===== src/rtl/fetch_unit.sv =====
// Fetch stage: owns the PC, issues one-cycle-latency imem reads and buffers words in a 2-entry skid FIFO.
// Optional perf counters (StallCount_o/RedirectCount_o) are enabled by defining FETCH_PERF_EN.
module fetch_unit #(
    parameter int unsigned           DATA_WIDTH = 32,
    parameter logic [DATA_WIDTH-1:0] RESET_PC   = '0
) (
    input  logic                  clk,
    input  logic                  rst,
    output logic                  ImemReq_o,
    output logic [DATA_WIDTH-1:0] ImemAddr_o,
    input  logic [DATA_WIDTH-1:0] ImemRdata_i,
    input  logic                  StallF_i,
    input  logic                  PCSrcE_i,
    input  logic [DATA_WIDTH-1:0] PCTargetE_i,
    output logic                  ValidF_o,
    output logic [DATA_WIDTH-1:0] PCF_o,
    output logic [DATA_WIDTH-1:0] InstrF_o,
    output logic [DATA_WIDTH-1:0] PCPlus4F_o
`ifdef FETCH_PERF_EN
    ,
    output logic [31:0]           StallCount_o,
    output logic [31:0]           RedirectCount_o
`endif
);

    logic [DATA_WIDTH-1:0] fetch_pc_q, fetch_pc_d;
    logic [DATA_WIDTH-1:0] req_pc_q, req_pc_d;
    logic                  inflight_q, inflight_d;
    logic [1:0]            count_q, count_d;
    logic                  rd_ptr_q, rd_ptr_d;
    logic                  wr_ptr_q, wr_ptr_d;
    logic [DATA_WIDTH-1:0] fifo_pc_q [2];
    logic [DATA_WIDTH-1:0] fifo_instr_q [2];

    logic       pop, push, req;
    logic [2:0] occupancy;
    logic       unused_tgt_lsbs;

    assign unused_tgt_lsbs = ^PCTargetE_i[1:0];

    assign ValidF_o   = (count_q != 2'd0);
    assign pop        = ValidF_o & ~StallF_i & ~PCSrcE_i;
    assign push       = inflight_q & ~PCSrcE_i;
    // Occupancy after this cycle's pop; a new request needs room for its response.
    assign occupancy  = {1'b0, count_q} + {2'b00, inflight_q} - {2'b00, pop};
    assign req        = ~rst & ~PCSrcE_i & (occupancy <= 3'd1);
    assign ImemReq_o  = req;
    assign ImemAddr_o = fetch_pc_q;

    always_comb begin
        fetch_pc_d = fetch_pc_q;
        req_pc_d   = req_pc_q;
        inflight_d = 1'b0;
        count_d    = count_q;
        rd_ptr_d   = rd_ptr_q;
        wr_ptr_d   = wr_ptr_q;
        if (PCSrcE_i) begin
            fetch_pc_d = {PCTargetE_i[DATA_WIDTH-1:2], 2'b00};
            count_d    = 2'd0;
            rd_ptr_d   = 1'b0;
            wr_ptr_d   = 1'b0;
        end else begin
            count_d  = count_q + {1'b0, push} - {1'b0, pop};
            rd_ptr_d = rd_ptr_q ^ pop;
            wr_ptr_d = wr_ptr_q ^ push;
            if (req) begin
                fetch_pc_d = fetch_pc_q + DATA_WIDTH'(4);
                req_pc_d   = fetch_pc_q;
                inflight_d = 1'b1;
            end
        end
    end

    always_ff @(posedge clk or posedge rst) begin
        if (rst) begin
            fetch_pc_q <= RESET_PC;
            req_pc_q   <= '0;
            inflight_q <= 1'b0;
            count_q    <= 2'd0;
            rd_ptr_q   <= 1'b0;
            wr_ptr_q   <= 1'b0;
            for (int i = 0; i < 2; i++) begin
                fifo_pc_q[i]    <= '0;
                fifo_instr_q[i] <= '0;
            end
        end else begin
            fetch_pc_q <= fetch_pc_d;
            req_pc_q   <= req_pc_d;
            inflight_q <= inflight_d;
            count_q    <= count_d;
            rd_ptr_q   <= rd_ptr_d;
            wr_ptr_q   <= wr_ptr_d;
            if (push) begin
                fifo_pc_q[wr_ptr_q]    <= req_pc_q;
                fifo_instr_q[wr_ptr_q] <= ImemRdata_i;
            end
        end
    end

    always_comb begin
        PCF_o      = '0;
        InstrF_o   = '0;
        PCPlus4F_o = '0;
        if (ValidF_o) begin
            PCF_o      = fifo_pc_q[rd_ptr_q];
            InstrF_o   = fifo_instr_q[rd_ptr_q];
            PCPlus4F_o = fifo_pc_q[rd_ptr_q] + DATA_WIDTH'(4);
        end
    end

`ifdef FETCH_PERF_EN
    logic [31:0] stall_cnt_q, redirect_cnt_q;

    always_ff @(posedge clk or posedge rst) begin
        if (rst) begin
            stall_cnt_q    <= '0;
            redirect_cnt_q <= '0;
        end else begin
            if (ValidF_o & StallF_i) begin
                stall_cnt_q <= stall_cnt_q + 32'd1;
            end
            if (PCSrcE_i) begin
                redirect_cnt_q <= redirect_cnt_q + 32'd1;
            end
        end
    end

    assign StallCount_o    = stall_cnt_q;
    assign RedirectCount_o = redirect_cnt_q;
`endif

endmodule


===== config.mk =====
export PLATFORM = sky130hd
export DESIGN_NAME = fetch_unit
export DESIGN_NICKNAME = d
export VERILOG_FILES = /design/src/rtl/fetch_unit.sv
export SDC_FILE = /design/constraint.sdc
export NUM_CORES = 1
export LEC_CHECK = 0
export CAP_MARGIN = 20
export CORE_ASPECT_RATIO = 0.8
export CORE_MARGIN = 2
export CORE_UTILIZATION = 35
export DETAILED_ROUTE_END_ITERATION = 10
export PLACE_DENSITY = 0.65
export SYNTH_ARGS = -nofsm -noshare
export SYNTH_HDL_FRONTEND = slang
export SYNTH_SLANG_ARGS = --single-unit
export TNS_END_PERCENT = 10

===== constraint.sdc =====
create_clock -name clk -period 13.4 [get_ports clk]
set_input_delay 2.68 -clock clk [delete_from_list [all_inputs] [get_ports clk]]
set_output_delay 2.68 -clock clk [all_outputs]
set_load 0.005 [all_outputs]

### Word level (Yosys, flattened, before mapping)

Cells that the tools add are included.

| operators by class | value |
|---|---|
| add/sub/neg operators | 6 |
| $lt $le $gt $ge | 4 |
| multiplexer cells | 20 |
| bitwise operators | 12 |
| reduce and logical (&&, ||, !) cells | 4 |

Operators with widths:

| cell | number |
|---|---|
| $mux W32 | 12 |
| $bwmux W64 | 2 |
| $add A32 B3 Y32 const B | 2 |
| $demux W32 S1 | 1 |
| $and A1 B1 Y1 | 5 |
| $ge A2 B2 Y1 const B | 2 |
| $mux W1 | 4 |
| $not A1 Y2 | 2 |
| $reduce_bool A2 Y1 | 2 |
| $add A2 B1 Y3 | 1 |
| $le A3 B1 Y1 const B | 1 |
| $not A1 Y1 | 3 |
| $sub A3 B1 Y3 | 1 |
| $add A2 B1 Y2 | 1 |
| $lt A2 B1 Y1 const B | 1 |
| $mux W2 | 1 |
| $reduce_and A2 Y1 | 1 |
| $sub A2 B1 Y2 | 1 |
| $xor A1 B1 Y1 | 2 |
| $logic_and A1 B1 Y1 | 1 |

| word-level totals | value |
|---|---|
| register bits after elaboration | 197 |
| bits of input ports | 68 |
| output and inout bits | 130 |

### Depth between registers and ports, before layout

Gate-level depths: netlist of run 1.

| depth | value |
|---|---|
| word-level depth | 8 |
| gate-level depth with buffers | 16 |
| depth with buffers taken out | 13 |

### Worst setup path after synthesis of run 1

No wires, ideal clock.

| timing | value |
|---|---|
| kind | input-to-output |
| start point | input port PCSrcE_i |
| end point | output port ImemReq_o |
| arrival | 5.505 ns |
| required time | 10.720 ns |
| setup slack | 5.215 ns |
| cell stages on the path | 14 |
| path buffers | 5 |
| cells stage by stage | clkbuf_1 clkbuf_1 nor3_1 ha_1 inv_1 ha_1 inv_1 fa_1 xor2_1 or4b_1 clkbuf_1 buf_2 clkbuf_1 inv_1 |

| between the ends | value |
|---|---|
| longest elaborated chain between the ends | 5 |
| elaborated cells between the ends (all ways) | 6 |
| classes of those cells | 1 x add/sub; 1 x order compare; 4 x bitwise |

RTL lines:

| item | RTL line | source |
|---|---|---|
| from (decl) | 13 | `input logic PCSrcE_i,` |
| $not A1 Y1 (no source line) (*) | -- |  |
| $and A1 B1 Y1 | 42 | `assign pop = ValidF_o & ~StallF_i & ~PCSrcE_i;` |
| $sub A3 B1 Y3 | 45 | `assign occupancy = {1'b0, count_q} + {2'b00, inflight_q} - {2'b00, pop};` |
| $le A3 B1 Y1 | 46 | `assign req = ~rst & ~PCSrcE_i & (occupancy <= 3'd1);` |
| $and A1 B1 Y1 (*) | 46 |  |
| to (decl) | 9 | `output logic ImemReq_o,` |

Mark *: on every way between the ends. The rest lies on a longest branch, timed or not.

### Worst setup path after layout of run 1

| timing | value |
|---|---|
| start point | input port StallF_i |
| end point | output port ImemReq_o |

| between the ends | value |
|---|---|
| longest elaborated chain between the ends | 6 |

RTL lines:

| item | RTL line | source |
|---|---|---|
| from (decl) | 12 | `input logic StallF_i,` |
| $not A1 Y1 | 42 |  |
| $and A1 B1 Y1 (2 in a row) | 42 |  |
| $sub A3 B1 Y3 | 45 |  |
| $le A3 B1 Y1 | 46 |  |
| $and A1 B1 Y1 | 46 |  |

No other way between the ends.

==> results.md, run 1 <==
- Yosys warning total: 0
- Sw frac: approximately a third
- GRT Util Overall: ~18%
- Detailed Routing Iterations Pass 1: 5
- Worst-path clk slew: about 70 ps
- Max Clock Freq: ~120 MHz
- Vert. Die Dim: around 150 µm
- Switching power total: between 0.0007 and 0.0008 W
- CTS Buf Count: 17
- Status: completed
- Clock tree root buffer cell: clkbuf_16
- Core box area: around 27000 µm²
- Yosys cell types: between 50 and 60
- Sequential share of power: roughly 45%
- Main synth FF type: dfrtp_1
- Pwr dens: around 180 nW/µm²
- Family with the most delay on the worst path: buffers and inverters
- Clk buf depth: 2
- Tightest Hold Check Type: flop to flop
- # clock sinks: approximately 190
- Fin Setup TNS: 0 ps
- Worst-margin pin slew: 963 ps
- LEAKAGE: ~5.2 nW
- Critical Path RT: roughly 11000 ps
- Crit path cell chain: clkdlybuf4s50_1 > nor3_1 > ha_1 > inv_1 > ha_1 > inv_1 > fa_1 > xor2_1 > or4b_2 > inv_1 > clkdlybuf4s50_1
- Final #Nets: 1192
- Post-cts sizing count: 0
- CTS Hold Bufs: 0
- Final Hold Viols: 0
- Relative slew slack: a little over a third
- Vias per inst: roughly 5.2
- Fill count: 2600
- Final Max Tran Viols: 0
- Die Span X: 191 µm
- Area Overhead vs Synth: 28.2%
- Initial antenna violation count: 0
- Setup Skew: around 7.8 ps
- CP bufs+invs: 5
- Gate power share: about a third
- DR WL/cell: 17.2 µm
- Final HPWL from detailed placement: 17700 µm
- Final RePlAce weighted congestion: 0.850
- Final Power: about 0.0022 W
- Initial core utilization: 35.8%
- Sequential area share after synthesis: between 40% and 50%
- Post-synthesis register bit count: about 190
- IO buf count: ~190
- Crit-path most repeated cell: inv_1
- Maximum VDD drop: 0.0944 mV
- Clock Latency Late Sink: around 430 ps
- Critical path launch point type: primary input
- EDFF count, synth: 0
- Row count: 54
- DRC violations left: 0
- Max incr delay on CP: ~700 ps
- Final period utilization: about 63%
- Setup CP Type: primary input to output port
- Antenna viol nets, final: 0
- Int Pwr: approximately 0.0015 W
- RSZ-0062 raised after global routing: false
- Setup Viol. Count Final: 0
- Crit. End Element: output port
- # Max-Cap Violations: 0
- Critical Path AT: ~5700 ps
- Io pins: 198
- Die Area: between 20000 and 30000 µm²
- CTS H-tree lvls: 4
- Postcts setup bufs: 0
- Layout cell share with drive strength beyond 1: ~16%
- Vias: around 7700
- CTS tree: built
- Vias in the first global route: 7919
- Final min period: around 8400 ps
- First-pass GRT wire length: about 43000 µm
- Clock group share of total power: about a quarter
- FFs w/ async S/R, synth: 100%
- Synth area leader: dfrtp_1
- Top-area cell type share of the netlist area: 48.1%
- Slowest CP cell: or4b_2
- Mean Syn Cell Area: about 10 µm²
- Grt ovf: 0
- Synth area leaders: dfrtp_1 48%, mux2_2 15%, mux2i_1 6.0%
- Post-detailed-routing wire length: between 20000 and 30000 µm
- Detailed Route Iter0 Violations: 487
- Cells after Synth: 956
- Pin count of the biggest net entering global routing: between 100 and 150
- CP max FO: 3
- Netlist Area Pre-Place: a little under 10000 µm²
state kept, by name (all words and copies together) (netlist names):
| signal | count |
|---|---|
| ImemAddr_o | 30 |
| count_q | 2 |
| fifo_instr_q | 64 |
| fifo_pc_q | 60 |
| inflight_q | 1 |
| rd_ptr_q | 1 |
| req_pc_q | 30 |
| wr_ptr_q | 1 |
logic make-up after synthesis:
logic type / Yosys count / share of synthesized area (%)
other: 1 / 0.0382
AOI/OAI and AO/OA: 100 / 6.76
and+or+nand+nor: 375 / 17.9
buffers and inverters: 74 / 3.40
muxes: 187 / 20.7
adders and majority gates: 9 / 1.22
DFF: 189 / 48.1
xor gates and xnor gates: 21 / 1.87
worst reg2reg max path: cells and delay by family, from the launching register on:
family	cells	cell delay (ps)
xor+xnor	1	140
buf+inv	5	1360
flops	1	470
fa+ha+maj	3	810
compound gates	2	300
simple gates	4	1760
cell type report:
type,instances,area [µm²],share of cell area (%)
Tap cell,364,455,3.62
Clock buffer,18,429,3.41
Sequential cell,189,4730,37.6
Antenna cell,1,2.50,0.0199
Multi-Input combinational cell,698,4790,38.1
Inverter,11,48.8,0.388
Timing Repair Buffer,198,1950,15.5
Clock inverter,14,175,1.39
synth_stat cells, drive strengths merged, types with 3 or more instances:
| library cell | number |
|---|---|
| buf | 26 |
| nand2 | 145 |
| xnor2 | 15 |
| or4 | 4 |
| nand3b | 12 |
| nand3 | 42 |
| nand4b | 7 |
| nand2b | 3 |
| a31oi | 4 |
| o211ai | 6 |
| ha | 8 |
| nand4 | 22 |
| o311ai | 5 |
| and3 | 4 |
| nor2b | 11 |
| o21ai | 32 |
| a32oi | 5 |
| clkbuf | 37 |
| a222oi | 3 |
| inv | 11 |
| mux2i | 59 |
| or3 | 4 |
| o31ai | 6 |
| a22oi | 12 |
| dfrtp | 189 |
| xor2 | 6 |
| a21oi | 13 |
| nor2 | 98 |
| mux2 | 128 |
| and2 | 8 |
| nor3 | 8 |
| nor3b | 3 |
power by group through the flow:
stage | logic (W) | registers (W) | clock network [W]
6_report | 0.000707 | 0.000991 | 0.000529
5_1_grt | 0.000790 | 0.00103 | 0.000568
4_1_cts | 0.000717 | 0.000989 | 0.000544
3_5_place_dp | 0.000712 | 0.00100 | 0
3_3_place_gp | 0.000699 | 0.000989 | 0
2_1_floorplan | 0.000478 | 0.000929 | 0
stage by stage:
step	std cells	util [%]	hold WS (ps)	worst slack (ps)	area (µm²)
detailed placement	1460	43.7	492	5010	12000
global placement	1460	43.7	486	5040	12000
floorplan	961	-	457	5220	9840
finish	1493	45.9	505	5010	12600
global route	1492	45.9	518	4890	12600
CTS	1492	45.9	505	5000	12600
cells in the final DEF (no fill, tap or decap), types with 9 or more instances in the layout:
| master | Yosys | final |
|---|---|---|
| clkbuf_16 | 0 | 17 |
| xnor2_1 | 15 | 15 |
| a22oi_1 | 12 | 12 |
| nand3b_1 | 11 | 11 |
| o21ai_0 | 27 | 27 |
| a21oi_1 | 13 | 13 |
| clkdlybuf4s50_1 | 0 | 188 |
| mux2i_1 | 59 | 59 |
| nor2b_1 | 11 | 11 |
| inv_1 | 10 | 9 |
| mux2_2 | 128 | 128 |
| nand2_1 | 145 | 145 |
| nand3_1 | 41 | 41 |
| nor2_1 | 98 | 97 |
| nand4_1 | 22 | 22 |
| buf_4 | 6 | 9 |
| dfrtp_1 | 189 | 188 |
routing by layer:
| metal | track usage [%] | share of wire, % | up-vias |
|---|---|---|---|
| li1 | - | - | 3669 |
| met5 | 0 | 0 | - |
| met3 | 4.11 | 5.3 | 17 |
| met1 | 25.7 | 48 | 3822 |
| met4 | 3.96 | 0.79 | 0 |
| met2 | 28.9 | 46 | 197 |
path summary, 6_finish.rpt:
path                              from              end  slack (ps)  depth (start not counted)
setup / recovery              StallF_i        ImemReq_o        5010                         11
hold / removal             req_pc_q[4]      req_pc_q[4]         510                          2
setup reg to reg            count_q[1]   ImemAddr_o[18]        8440                         15
hold reg to reg            req_pc_q[4]      req_pc_q[4]         510                          2
max in group asynchronous          rst  fifo_instr_q[4]        9110                          3
min in group asynchronous          rst    ImemAddr_o[2]        2890                          2
No activity file was read; power rests on OpenSTA's default activity.
==> run 2, diff against run 1 <==
Settings changed: PLACE_DENSITY 0.65 to 0.67.
Clock period 13.4 ns to 7.15 ns, I/O delays scaled along.
==> run 2 against run 1 <==
Effect of this change: final cell count unchanged; die area unchanged; flip-flop and latch count unchanged; non-clock buffer count up 2; worst setup slack worse by 3800 ps; hold slack worse by 3.4 ps; first-iteration DRC count down 8.6%; critical endpoint is now PCPlus4F_o[25]; cell area down 0.12%; combinational power up 87%.
==> results.md, run 2 (synthesis gave the netlist of run 1 again) <==
- Status: completed
- Worst flop-to-flop path endpoint: ImemAddr_o[4]
- Maximum VDD drop: 0.173 mV (+83%)
- Row count: 54 (unchanged)
- Vert. Die Dim: 154 µm (unchanged)
- Antenna viol nets, final: 0 (unchanged)
- Largest regs: fifo_instr_q: 64 flops, fifo_pc_q: 60 flops
- Commonest non-fill, non-tap cell in the layout: clkdlybuf4s50_1
- Final Hold Viols: 0 (unchanged)
- Die Area: 29400 µm² (unchanged)
- DR WL/cell: 17.3 µm (+0.44%)
- Max reg flops: 64 (unchanged)
- Worst hold stages: 2 (unchanged)
- Detailed Routing Iterations Pass 1: 7 (+2)
- Layout cell share with drive strength beyond 1: 16.1% (about the same)
- GR Util met1: 26.2% (+0.58 points)
- WHS Endpoint: req_pc_q[2]
- Fin Setup TNS: 0 ps (unchanged)
- Relative slew slack: 33.1% (-2.7 points)
- First-pass GRT wire length: 41800 µm (-2.3%)
- Reg2reg start: count_q[1]
- Clock tree root buffer cell: clkbuf_16
- Reg2Reg Setup Slack: 2480 ps (-5960 ps)
- Antenna Cells: 0 (-1)
- Max Clock Freq: roughly 170 MHz
- Placed Cells: 1461 (+0.068%)
- Clock Latency Late Sink: 440 ps (about the same)
- Setup CP Type: flop to output port
- Post-detailed-routing wire length: 25800 µm (+0.44%)
- Area Overhead vs Synth: 28.0%
- Post-cts sizing count: 0 (unchanged)
- Fin area: 12600 µm² (-0.12%)
- Final #Nets: 1194 (+0.17%)
- Final min period: between 5000 and 6000 ps
- Setup Viol. Count Final: 0 (unchanged)
- # Max-Cap Violations: 0 (unchanged)
- Post-Layout Cell Count: 1493 (unchanged)
- LEAKAGE: 5.19 nW (-0.22%)
- Vias: 7771 (+0.86%)
- Core box area: 27400 µm² (unchanged)
- GRT Util Overall: 17.9% (-0.35 points)
- # clock sinks: 189 (unchanged)
- Initial antenna violation count: 0 (unchanged)
- Pin count of the biggest net entering global routing: 132 (+9.1%)
- Io pins: 198 (unchanged)
- CTS tree: built
- Vias in the first global route: 7671 (-3.1%)
- Pwr dens: 326 nW/µm² (+84%)
- IO buf count: 189 (unchanged)
- FF-to-FF path depth: 15 (unchanged)
- CTS Buf Count: 17 (unchanged)
- DP Area: 12000 µm² (+0.19%)
- Final RePlAce weighted congestion: 0.846 (-0.41%)
- Initial core utilization: 35.8% (unchanged)
- Final Core Density: 45.8% (-0.055 points)
- Detailed Route Iter0 Violations: 445 (-8.6%)
- Worst-margin pin slew: 1000 ps (+40.2 ps)
- Setup Skew: 11.2 ps (+3.42 ps)
- CTS Hold Bufs: 0 (unchanged)
- Die Span X: 191 µm (unchanged)
- CTS H-tree lvls: 4 (unchanged)
- Met2 usage: 27.1% (-1.8 points)
- Tightest Hold Check Type: flop to flop
- Final period utilization: 83.5%
- Critical path launch point type: flop
- Crit. End Element: output port
- Final HPWL from detailed placement: 17500 µm (-0.78%)
- Grt ovf: 0 (unchanged)
- Met3 usage: 4.04% (-0.068 points)
- Fill count: 2624 (+0.92%)
- Final Max Tran Viols: 0 (unchanged)
- RSZ-0062 raised after global routing: false
- Vias per inst: 5.20 (+0.86%)
- Worst-path clk slew: 70 ps (about the same)
- Critical Path RT: 5720 ps (-5000 ps)
- Hold_sp: req_pc_q[2]
- Critical Path AT: 4540 ps (-1170 ps)
- Clk buf depth: 2 (unchanged)
- Postcts setup bufs: 0 (unchanged)
- Commonest non-fill, non-tap cells in the layout: 189 x clkdlybuf4s50_1, 188 x dfrtp_1, 145 x nand2_1
- CP max FO: 68 (+65)
- GR peak layer: met2
- Final Power: 0.00409 W (+84%)
- DRC violations left: 0 (unchanged)
- Top reg by flops: fifo_instr_q
[run 2: worst max-delay path, stage by stage, from the launching register on]
cell and delay (ps):
dfrtp_4 1090, buf_4 580, nand3_2 180, a222oi_1 830, nand4_1 440, o21ai_1 230
nor3b_2 170, clkdlybuf4s50_1 530
[run 2: area by class of cell]
cell class	instances	area [µm²]	share of cell area (%)
Tap cell	364	455	3.62
Inverter	11	48.8	0.388
Sequential cell	189	4730	37.6
Clock inverter	11	85.1	0.677
Clock buffer	20	457	3.63
Timing Repair Buffer	200	1990	15.9
Multi-Input combinational cell	698	4800	38.2
[run 2: how the worst max path moves through the flow]
| stage | start | end | slack [ps] |
|---|---|---|---|
| 6_report | rd_ptr_q | PCPlus4F_o[25] | 1180 |
| 5_1_grt | rd_ptr_q | PCPlus4F_o[22] | 920 |
| 4_1_cts | PCSrcE_i | ImemReq_o | 1220 |
| 3_5_place_dp | PCSrcE_i | ImemReq_o | 1230 |
| 3_3_place_gp | PCSrcE_i | ImemReq_o | 1210 |
| 2_1_floorplan | rst | ImemAddr_o[10] | 580 |
[run 2: per-stage QoR]
stage               hold WS, ps  setup slack, ps
floorplan                   457              578
global placement            486             1210
detailed placement          485             1230
CTS                         502             1220
global route                517              921
finish                      502             1180
[run 2: where the power goes]
group,internal [W],switching (W)
registers,0.00149,0.000382
logic,0.000745,0.000577
clock network,0.000468,0.000433
[run 2: routing by layer]
metal,share of wire [%],up-vias
met1,49,3875
met2,45,203
met5,0,-
met3,5.7,9
met4,0.62,0
li1,-,3684
==> run 3, diff against run 2 <==
Settings changed: PLACE_DENSITY 0.67 to 0.65.
Clock period 7.15 ns to 6 ns, I/O delays scaled along.
==> run 3 against run 2 <==
Effect of this change: die area is the same; sequential share of layout area shrank 0.23 points; clock-buffer cell count is the same; first-iteration DRC count grew 23%; largest power group unchanged.
==> results.md, run 3 (synthesis gave the netlist of run 1 again) <==
- Grt ovf: 0 (unchanged)
- Reg2Reg Setup Slack: 1780 ps (-700 ps)
- DRC violations left: 0 (unchanged)
- Fin Setup TNS: 0 ps (unchanged)
- Max Clock Freq: about 180 MHz
- Clk buf depth: 2 (unchanged)
- Critical Path AT: 4270 ps (-270 ps)
- Io pins: 198 (unchanged)
- DR WL/cell: 17.3 µm (+0.33%)
- Hold_sp: req_pc_q[2]
- Row count: 54 (unchanged)
- Final min period: around 5500 ps
- Setup Viol. Count Final: 0 (unchanged)
- Clock tree root buffer cell: clkbuf_16
- Vias in the first global route: 7721 (+0.65%)
- Postcts setup bufs: 0 (unchanged)
- Crit. End Element: output port
- Tightest Hold Check Type: flop to flop
- Pin count of the biggest net entering global routing: 171 (+30%)
- CP max FO: 3 (-96%)
- Detailed Routing Iterations Pass 1: 7 (unchanged)
- Commonest non-fill, non-tap cells in the layout: 189 x clkdlybuf4s50_1, 188 x dfrtp_1, 145 x nand2_1
- Final RePlAce weighted congestion: 0.855 (+1.0%)
- FF-to-FF path depth: 15 (unchanged)
- Commonest non-fill, non-tap cell in the layout: clkdlybuf4s50_1
- Top reg by flops: fifo_instr_q
- Initial core utilization: 35.8% (unchanged)
- Maximum VDD drop: 0.230 mV (+33%)
- Post-detailed-routing wire length: 25900 µm (+0.33%)
- Gate power share: 31.4% (-0.9 points)
- Vias: 7823 (+0.67%)
- Antenna viol nets, final: 0 (unchanged)
- Vias per inst: 5.24 (+0.67%)
- Worst-margin pin slew: 985 ps (-18.4 ps)
- GRT Util Overall: 18.0% (+0.098 points)
- Post-cts sizing count: 0 (unchanged)
- Reg2reg start: count_q[1]
- # clock sinks: 189 (unchanged)
- Relative slew slack: 34.3% (+1.2 points)
- CTS tree: built
- Placed Cells: 1461 (unchanged)
- Initial antenna violation count: 0 (unchanged)
- CTS Buf Count: 17 (unchanged)
- Worst-path clk slew: 70 ps (about the same)
- Antenna Cells: 0 (unchanged)
- CTS Hold Bufs: 0 (unchanged)
- Max reg flops: 64 (unchanged)
- WHS Endpoint: req_pc_q[2]
- LEAKAGE: 5.22 nW (+0.58%)
- Largest regs: fifo_instr_q: 64 flops, fifo_pc_q: 60 flops
- Switching power total: 0.00168 W (+20%)
- Die Span X: 191 µm (unchanged)
- Critical path launch point type: primary input
- Core box area: 27400 µm² (unchanged)
- IO buf count: 189 (unchanged)
- Pwr dens: 398 nW/µm² (+22%)
- # Max-Cap Violations: 0 (unchanged)
- Vert. Die Dim: 154 µm (unchanged)
- Critical Path RT: 4800 ps (-920 ps)
- Clock Latency Late Sink: 440 ps (about the same)
- Status: completed
- Clock group share of total power: 24.5% (+2.5 points)
- Final #Nets: 1193 (-0.084%)
- Post-Layout Cell Count: 1493 (unchanged)
- Die Area: 29400 µm² (unchanged)
- Final period utilization: 91.2%
- Final HPWL from detailed placement: 17600 µm (+0.21%)
- Sequential share of power: 44.1% (-1.6 points)
- CTS H-tree lvls: 4 (unchanged)
- Int Pwr: 0.00336 W (+24%)
- RSZ-0062 raised after global routing: false
- Setup CP Type: primary input to output port
- First-pass GRT wire length: 41900 µm (+0.33%)
- Worst hold stages: 2 (unchanged)
- Setup Skew: 12.9 ps (+1.65 ps)
- Layout cell share with drive strength beyond 1: 16.1% (unchanged)
- Detailed Route Iter0 Violations: 549 (+23%)
- Area Overhead vs Synth: 28.8%
- Final Max Tran Viols: 0 (unchanged)
- Fin Hold WS: 504 ps (+1.89 ps)
- Sw frac: 33.3% (-0.69 points)
- Final Hold Viols: 0 (unchanged)
- Worst flop-to-flop path endpoint: ImemAddr_o[20]
run 3: stage by stage:
stage               cell area, µm²  setup WS [ps]  utilization, %  power, W
finish                       12700            528            46.1   0.00503
global route                 12700            276            46.1   0.00538
CTS                          12700            525            46.1   0.00510
detailed placement           12000            537            43.8   0.00384
global placement             12000            534            43.8   0.00379
floorplan                     9850            775               -   0.00314
run 3: cell type report:
type,instances,area [µm²]
timing repair buffer,199,1980
multi-input combinational,698,4810
clock buffer,20,457
sequential,189,4730
clock inverter,12,171
fill,2646,14800
inverter,11,45.0
tap,364,455
run 3: worst max path at each step:
stage	from	end	slack (ps)	cells past startpoint
after floorplan	PCSrcE_i	ImemReq_o	780	14
after global placement	StallF_i	ImemReq_o	530	11
after detailed placement	StallF_i	ImemReq_o	540	11
after CTS	StallF_i	ImemReq_o	530	11
after global routing	rd_ptr_q	PCPlus4F_o[25]	280	7
final	StallF_i	ImemReq_o	530	11
run 3: power by group through the flow:
stage	clock network [W]	logic (W)	registers, W
after floorplan	0	0.00107	0.00207
after global placement	0	0.00157	0.00222
after detailed placement	0	0.00160	0.00224
after CTS	0.00127	0.00161	0.00222
after global routing	0.00132	0.00176	0.00230
final	0.00123	0.00158	0.00222
run 3: layer usage:
layer | vias to the layer above | part of all wire (%) | GRT usage (%)
li1 | 3673 | - | -
met1 | 3921 | 46 | 25.3
met2 | 215 | 47 | 28.9
met3 | 14 | 5.7 | 3.58
met4 | 0 | 0.70 | 3.88
met5 | - | 0 | 0
run 3: critical path, stage by stage:
cell and delay, ps:
clkdlybuf4s50_1 500, nor3_1 280, ha_1 280, inv_1 50, ha_1 130, inv_1 50, fa_1 370, xor2_1 150
or4b_2 690, inv_1 90, clkdlybuf4s50_1 490
